`config.mk`:
```
export PLATFORM = sky130hd
export DESIGN_NAME = stream_arb_mux
export DESIGN_NICKNAME = d
export VERILOG_FILES = /design/src/rtl/stream_mux_pkg.sv /design/src/rtl/rr_arbiter.sv /design/src/rtl/stream_arb_mux.sv
export SDC_FILE = /design/constraint.sdc
export NUM_CORES = 1
export LEC_CHECK = 0
export CORE_MARGIN = 2
export CORE_UTILIZATION = 35
export DETAILED_ROUTE_END_ITERATION = 7
export HOLD_SLACK_MARGIN = 0.08
export MAX_ROUTING_LAYER = met4
export PLACE_DENSITY_LB_ADDON = 0.15
export SYNTH_ARGS = -nofsm -noshare
export SYNTH_HDL_FRONTEND = slang
export SYNTH_SLANG_ARGS = --single-unit
```
`constraint.sdc`:
```
create_clock -name clk -period 1.81 [get_ports clk]
set_input_delay 0.2715 -clock clk [delete_from_list [all_inputs] [get_ports clk]]
set_output_delay 0.2715 -clock clk [all_outputs]
set_load 0.005 [all_outputs]
```
`src/rtl/stream_mux_pkg.sv`:
```
// Shared types and helpers for the stream arbiter/multiplexer.
package stream_mux_pkg;

  // Selection mode: round-robin arbitration or software-fixed channel.
  typedef enum logic {
    MODE_RR    = 1'b0,
    MODE_FIXED = 1'b1
  } mux_mode_t;

  // Smallest channel count the arbiter is meant for.
  localparam int unsigned MIN_NCH = 32'd2;

  // Round-robin pointer value after reset. Pointing at the last channel
  // makes channel 0 the first one searched.
  function automatic int rr_ptr_reset(input int nch);
    return nch - 32'sd1;
  endfunction

endpackage

```
`src/rtl/rr_arbiter.sv`:
```
// Combinational round-robin arbiter. The search starts at ptr+1 and wraps
// modulo NCH. The first requesting channel found wins.
module rr_arbiter
  import stream_mux_pkg::*;
#(
  parameter int NCH  = 4,
  parameter int SELW = $clog2(NCH)
) (
  input  logic [NCH-1:0]  req,
  input  logic [SELW-1:0] ptr,
  output logic [NCH-1:0]  gnt_onehot,
  output logic [SELW-1:0] gnt_idx,
  output logic            gnt_any
);

  int   w_cand;
  logic w_hit;

  // Walk the channels in priority order from ptr+1. Only the first hit is taken.
  always_comb begin
    gnt_onehot = '0;
    gnt_idx    = '0;
    gnt_any    = 1'b0;
    w_cand     = 32'sd0;
    w_hit      = 1'b0;
    for (int k = 0; k < NCH; k++) begin
      w_cand = int'(ptr) + 32'sd1 + k;
      w_cand = (w_cand >= NCH) ? (w_cand - NCH) : w_cand;
      for (int i = 0; i < NCH; i++) begin
        w_hit         = req[i] & (w_cand == i) & ~gnt_any;
        gnt_onehot[i] = gnt_onehot[i] | w_hit;
        gnt_idx       = w_hit ? SELW'(i) : gnt_idx;
      end
      gnt_any = |gnt_onehot;
    end
  end

endmodule

```
`src/rtl/stream_arb_mux.sv`:
```
// NCH-input stream multiplexer. It has per-channel valid/ready handshakes,
// round-robin or fixed selection, and a single registered output beat.
module stream_arb_mux
  import stream_mux_pkg::*;
#(
  parameter int W    = 8,
  parameter int NCH  = 4,
  parameter int SELW = $clog2(NCH)
) (
  input  logic            clk,
  input  logic            rst_n,
  input  logic [NCH*W-1:0] in_data,
  input  logic [NCH-1:0]  in_valid,
  output logic [NCH-1:0]  in_ready,
  input  logic            mode,
  input  logic [SELW-1:0] sel,
  output logic [W-1:0]    out_data,
  output logic [SELW-1:0] out_ch,
  output logic            out_valid,
  input  logic            out_ready
);

  logic [W-1:0]    r_out_data;
  logic [SELW-1:0] r_out_ch;
  logic            r_out_valid;
  logic [SELW-1:0] r_rr_ptr;

  logic            w_load;
  logic [NCH-1:0]  w_rr_onehot;
  logic [SELW-1:0] w_rr_idx;
  logic            w_rr_any;
  logic [NCH-1:0]  w_fix_onehot;
  logic [NCH-1:0]  w_gnt_onehot;
  logic [SELW-1:0] w_gnt_idx;
  logic            w_gnt_any;
  logic [W-1:0]    w_gnt_data;

  // The register can take a new beat when it is empty or is being drained this cycle.
  assign w_load = ~r_out_valid | out_ready;

  rr_arbiter #(
    .NCH  (NCH),
    .SELW (SELW)
  ) u_rr_arbiter (
    .req        (in_valid),
    .ptr        (r_rr_ptr),
    .gnt_onehot (w_rr_onehot),
    .gnt_idx    (w_rr_idx),
    .gnt_any    (w_rr_any)
  );

  // Fixed-select request. A sel value at or above NCH matches no channel,
  // so it never grants.
  always_comb begin
    w_fix_onehot = '0;
    for (int i = 0; i < NCH; i++) begin
      w_fix_onehot[i] = in_valid[i] & (sel == SELW'(i));
    end
  end

  // Pick the grant source according to the mode.
  always_comb begin
    w_gnt_onehot = '0;
    w_gnt_idx    = '0;
    w_gnt_any    = 1'b0;
    case (mux_mode_t'(mode))
      MODE_RR: begin
        w_gnt_onehot = w_rr_onehot;
        w_gnt_idx    = w_rr_idx;
        w_gnt_any    = w_rr_any;
      end
      MODE_FIXED: begin
        w_gnt_onehot = w_fix_onehot;
        w_gnt_idx    = sel;
        w_gnt_any    = |w_fix_onehot;
      end
      default: begin
        w_gnt_onehot = '0;
        w_gnt_idx    = '0;
        w_gnt_any    = 1'b0;
      end
    endcase
  end

  // AND-OR data select driven by the one-hot grant.
  always_comb begin
    w_gnt_data = '0;
    for (int i = 0; i < NCH; i++) begin
      w_gnt_data = w_gnt_data | (in_data[i*W +: W] & {W{w_gnt_onehot[i]}});
    end
  end

  // in_ready depends combinationally on out_ready. It is forced low while
  // reset is asserted.
  assign in_ready = w_gnt_onehot & {NCH{w_load & rst_n}};

  // Output register and round-robin pointer. On load with no grant, only
  // valid falls.
  always_ff @(posedge clk) begin
    if (!rst_n) begin
      r_out_valid <= 1'b0;
      r_out_data  <= '0;
      r_out_ch    <= '0;
      r_rr_ptr    <= SELW'(rr_ptr_reset(NCH));
    end else if (w_load) begin
      if (w_gnt_any) begin
        r_out_valid <= 1'b1;
        r_out_data  <= w_gnt_data;
        r_out_ch    <= w_gnt_idx;
        r_rr_ptr    <= w_gnt_idx;
      end else begin
        r_out_valid <= 1'b0;
      end
    end else begin
      r_out_valid <= r_out_valid;
    end
  end

  assign out_data  = r_out_data;
  assign out_ch    = r_out_ch;
  assign out_valid = r_out_valid;

endmodule

```
==> qor.txt, run 1 <==
dpl hpwl = 2730 µm
top cell type's share of synthesized area = 26.9%
Worst-path clk slew = 0.09 ns
Setup Skew = 0.00436 ns
min cycle time layout = 1.72 ns
metal2 WL = 1960 µm
Startpoint Class = flip-flop
GRT Total Usage = 25.4%
IO Port Bufs = 56
Async SR Flop Fraction = 0%
initial antenna violation count = 0
post-synth top area cell = dfxtp_1
Syn Area/Cell = 8.06 µm²
largest family of logic cells by synthesized area = compound AO/OA/AOI/OAI gates
XOR/XNOR Fraction of Synth Area = 0%
worst-margin pin slew = 0.445 ns
Syn Nets = 162
die height = 56.6 µm
die width = 56.6 µm
Synth Warn # = 0
Post-Syn Area = 967 µm²
Post-Synth Simple-Gate Area = 26.4%
Hold WS = 0.491 ns
maximum clock rate = 582 MHz
diodes inserted = 0
first-pass GRT wire length = 6220 µm
Root Driver = clkbuf_4
share of layout cells above drive strength 1 = 24.5%
Max Cap Viol = 0
R2R Setup Slk = 0.13 ns
CTS tree = built
Vias = 1344
Max Fanout on Critical Path = 12
Max-slew headroom = 70.3%
cell count after synthesis = 120
Worst-Skew Late Latency = 0.28 ns
crit path kind = reg2out
number of global-route vias before repair = 1341
Yosys reg bits = 13
initial core utilization = 36.0%
Post-DRT Antenna Nets = 0
metal3 WL = 257 µm
Pre-antenna DRT Iters = 5
status = completed
drt wl/cell = 16.8 µm
HP Class = reg2reg
CP Capture Type = primary output
most common cell after layout, fill and taps aside = clkdlybuf4s50_1
Top Metal Used = met4
met1 WL = 1510 µm
mean number of vias per cell = 5.92
grt ovf = 0
setup TNS = 0 ns
Synth cell types = 35
die area = 0.00320 mm²
final wirelength = 3820 µm
IO Count = 57
pin count of the biggest net entering global routing = 13
CTS Sinks = 13
P per Cell Area = 557 mW/mm²
Core ar. = 0.00269 mm²
RSZ-0062 raised after global routing = no
register area share after synthesis = 26.9%
Residual DRC = 0
period utilization = 95.0%
commonest cells after routing, fill and taps aside = clkdlybuf4s50_1, buf_4, o21ai_0
Max Transition Viols Final = 0
num rows = 19
adder-cell share of the synthesized area = 0%
H-tree Lvls = 1
Post-synth EDFFs = 0
top post-synthesis cells by area = dfxtp_1, o21ai_0, a222oi_1
final hold vios = 0
CTS Buffer Depth = 2
GPL Wtd Cong = 0.895
leak pwr = 0.709 nW
CTS Buf Count = 3
Final setup viols = 0
Req. time, crit path = 1.54 ns
Post-layout nets = 239
Main synth FF type = dfxtp_1
area grow syn2layout = 82.7%
Synth Area in Compound Gates = 37.8%
DRT iter0 DRCs = 67
peak supply drop = 0.371 mV
mux cell area share after synthesis = 2.33%
Worst EP arrival = 1.45 ns
-- kinds of logic after synthesis --
group                  after synthesis
DFF                                 13
AOI/OAI and AO/OA                   54
muxes                                1
and+or+nand+nor                     40
buffers and inverters               12
-- metal layers --
metal  track usage, %  vias to the layer above
met3             4.38                       10
li1                 -                      636
met2             45.2                       63
met5                -                        -
met4             8.50                        0
met1             28.5                      635
-- power by group --
part | switching, W | internal, W | leakage, nW
clock network | 0.000111 | 0.0000853 | 0.0150
logic | 0.000181 | 0.000263 | 0.586
registers | 0.0000227 | 0.000321 | 0.107
-- Yosys cell counts (all sizes together), types with 2 or more instances --
library cell	number
a22oi	8
and3	5
clkbuf	5
a21boi	3
nand2b	8
a222oi	8
buf	6
nor3b	2
a31oi	8
nor2	7
nand3	7
and4b	2
dfxtp	13
nor2b	2
o21ai	18
a21oi	4
nand3b	2
-- through the flow --
stage | util (%) | std cells | setup slack, ns | power, W | area (µm²)
after global routing | 65.8 | 227 | 0.0169 | 0.00104 | 1770
after detailed placement | 62.4 | 217 | -0.472 | 0.000764 | 1680
after global placement | 62.4 | 217 | -0.450 | 0.000754 | 1680
after floorplan | - | 120 | 0.209 | 0.000515 | 967
final | 65.8 | 227 | 0.0912 | 0.000984 | 1770
after CTS | 65.6 | 227 | 0.0508 | 0.000980 | 1760
-- worst max-delay path, cell delays in order (launching register included) --
cell and delay (ns):
dfxtp_2 0.34, buf_12 0.14, nor2b_2 0.12, o21ai_1 0.07, and4b_1 0.20, and3_1 0.17, buf_2 0.13
-- cell type report --
class                      instances  area, µm²
clock buffer                       4       26.3
fill                             242        920
inverter                           1       3.75
multi-input combinational         96        688
sequential                        13        263
tap                               31       38.8
timing repair buffer              82        747
-- flip-flops by register name (all words and copies together), names as in the netlist --
signal and count:
out_data 8, r_rr_ptr 2, out_valid 1, out_ch 2
-- final timing paths --
check                           depth (start not counted)        start     endpoint
worst max register to register                          7  r_rr_ptr[1]  out_data[0]
worst min-delay path                                    2    out_ch[1]    out_ch[1]
worst min register to register                          2    out_ch[1]    out_ch[1]
worst max-delay path                                    6  r_rr_ptr[1]  in_ready[0]
-- what timing repair did --
item | 4_1_cts | 5_1_grt
setup endpoints to repair | 16 | 4
pin swaps | 8 | 1
cloned | 1 | 0
resized for setup | 39 | 6
hold endpoints to repair | 0 | 0
hold buffers | 0 | 0
buffers inserted | 5 | 0
Note: power is estimated with default switching activity, not from simulation.
==> run 2, diff against run 1 <==
--- a/config.mk
+++ b/config.mk
@@ -7,5 +7,5 @@
 export LEC_CHECK = 0
 export CORE_MARGIN = 2
-export CORE_UTILIZATION = 35
+export CORE_UTILIZATION = 37
 export DETAILED_ROUTE_END_ITERATION = 7
 export HOLD_SLACK_MARGIN = 0.08
==> constraint.sdc (replaced) <==
create_clock -name clk -period 1.81 [get_ports clk]
set_input_delay 0.2715 -clock clk [delete_from_list [all_inputs] [get_ports clk]]
set_output_delay 0.2715 -clock clk [all_outputs]
set_load 0.05 [all_outputs]
==> run 2 against run 1 <==
Cell count rose by 0.44%. Worst setup slack got worse by 0.057 ns. Register-to-register slack barely moved. Clock-buffer cell count did not move. Cell area rose by 2.8%. Sequential power rose by 2%. Largest power group unchanged. Highest routed layer unchanged.
==> qor.txt, run 2 (same netlist as run 1, synthesis figures left out) <==
status = completed
Worst-Skew Late Latency = 0.28 ns (about the same)
Root Driver = clkbuf_4
final hold vios = 0 (unchanged)
Max-slew headroom = 59.8% (-10 points)
Worst setup endpoint = in_ready[0]
crit path kind = reg2out
CTS tree = built
initial core utilization = 39.0% (+3.0 points)
number of global-route vias before repair = 1212 (-9.6%)
die height = 55.1 µm (-2.5%)
Core ar. = 0.00248 mm² (-7.8%)
CTS Sinks = 13 (unchanged)
dpl hpwl = 2850 µm (+4.3%)
Filler Cell Count = 214 (-12%)
worst r2r src = r_rr_ptr[1]
Max Transition Viols Final = 0 (unchanged)
RSZ-0062 raised after global routing = yes
Req. time, crit path = 1.54 ns (about the same)
Layout Cells excl Fill = 228 (+0.44%)
maximum clock rate = 563 MHz (-3.2%)
area grow syn2layout = 87.8%
grt ovf = 0 (unchanged)
peak supply drop = 0.481 mV (+29%)
CP Capture Type = primary output
HP Class = reg2reg
Largest register FFs = 8 (unchanged)
first-pass GRT wire length = 5220 µm (-16%)
CP startpoint = r_rr_ptr[1]
Post-DRT Antenna Nets = 0 (unchanged)
leak pwr = 0.707 nW (-0.22%)
most common cell after layout, fill and taps aside = clkdlybuf4s50_1
Startpoint Class = flip-flop
GRT Total Usage = 24.8% (-0.65 points)
num rows = 18 (-1)
min cycle time layout = 1.78 ns (+0.0571 ns)
Worst EP arrival = 1.50 ns (+0.05 ns)
Max Fanout on Critical Path = 9 (-3)
GRT busiest layer = met2
P per Cell Area = 602 mW/mm² (+8.0%)
die area = 0.00304 mm² (-5.0%)
R2R Setup Slk = 0.13 ns (about the same)
placed insts = 221 (+1.8%)
die width = 55.1 µm (-2.5%)
share of layout cells above drive strength 1 = 25.3% (+0.76 points)
initial antenna violation count = 0 (unchanged)
worst path cell trace = buf_6 > nor3_2 > and4b_1 > and3_4 > buf_12
Residual DRC = 0 (unchanged)
diodes inserted = 0 (unchanged)
commonest cells after routing, fill and taps aside = clkdlybuf4s50_1, buf_4, o21ai_0
DRT iter0 DRCs = 75 (+12%)
final wirelength = 3690 µm (-3.4%)
Final Util = 73.3% (+7.6 points)
met1 usage = 27.5% (-1.0 points)
Post-layout nets = 241 (+0.84%)
CTS Buffer Depth = 2 (unchanged)
worst-margin pin slew = 0.600 ns (+0.155 ns)
Setup Skew = 0.00512 ns (+0.000756 ns)
dpl ws = -0.447 ns (+0.0246 ns)
period utilization = 98.1% (+3.2 points)
IO Port Bufs = 56 (unchanged)
Final setup viols = 0 (unchanged)
max incr delay on CP = 0.38 ns (+0.04 ns)
met2 usage = 43.1% (-2.1 points)
CTS Buf Count = 3 (unchanged)
Max Cap Viol = 0 (unchanged)
mean number of vias per cell = 5.83 (-1.5%)
Worst-path clk slew = 0.08 ns (about the same)
Slowest cell on crit path = dfxtp_4
drt wl/cell = 16.2 µm (-3.9%)
Pre-antenna DRT Iters = 5 (unchanged)
met3 usage = 6.72% (+2.3 points)
pin count of the biggest net entering global routing = 20 (+7)
Setup WS post-layout = 0.0341 ns (-0.0571 ns)
reg2reg end = out_data[4]
H-tree Lvls = 1 (unchanged)
IO Count = 57 (unchanged)
R2R cell count = 6 (-1)
GPL Wtd Cong = 0.867 (-3.2%)
Vias = 1329 (-1.1%)
Final Total Pwr = 0.00109 W (+11%)
[run 2: final cells by class]
type                    instances  area (µm²)  area share, %
multi-input cells              95         674           37.1
flip-flops and latches         13         268           14.7
repair buffers                 85         807           44.4
clock buffers                   4        26.3           1.45
well taps                      30        37.5           2.07
inverters                       1        3.75          0.207
[run 2: through the flow]
| stage | cell area (µm²) | hold slack (ns) | TNS, ns |
|---|---|---|---|
| after floorplan | 968 | 0.410 | 0 |
| after global placement | 1740 | 0.458 | -4.47 |
| after detailed placement | 1740 | 0.474 | -5.42 |
| after CTS | 1800 | 0.485 | 0 |
| after global routing | 1820 | 0.503 | -0.0355 |
| final | 1820 | 0.480 | 0 |
[run 2: timing repair]
action | 4_1_cts | 5_1_grt
gates resized for setup | 17 | 12
hold buffers | 0 | 0
cloned | 0 | 0
hold endpoints to repair | 0 | 0
endpoints found under the setup margin | 15 | 6
pin swaps | 2 | 4
setup buffers | 1 | 2
[run 2: critical path: cells and delay by family, from the launching register on]
family	cells	cell delay [ns]
and+or+nand+nor	3	0.57
DFF	1	0.38
buffers and inverters	2	0.27
[run 2: routing by layer]
metal	vias up	routed length (µm)	part of all wire, %
met2	56	1840	50
met5	-	0	0
met3	11	218	5.9
met4	0	73	2.0
li1	641	-	-
met1	621	1550	42
[run 2: worst min-delay path by stage]
stage / slack [ns] / startpoint / cells after the start / to
after detailed placement: 0.47 / out_ch[1] / 2 / out_ch[1]
after floorplan: 0.41 / rst_n / 2 / out_data[1]
after CTS: 0.48 / out_ch[1] / 2 / out_ch[1]
final: 0.48 / out_ch[1] / 2 / out_ch[1]
after global routing: 0.50 / out_ch[0] / 2 / out_ch[0]
after global placement: 0.46 / out_ch[1] / 2 / out_ch[1]
[run 2: where the power goes]
part	switching (W)	internal (W)
Sequential	0.0000301	0.000321
Combinational	0.000281	0.000274
Clock	0.000101	0.0000857
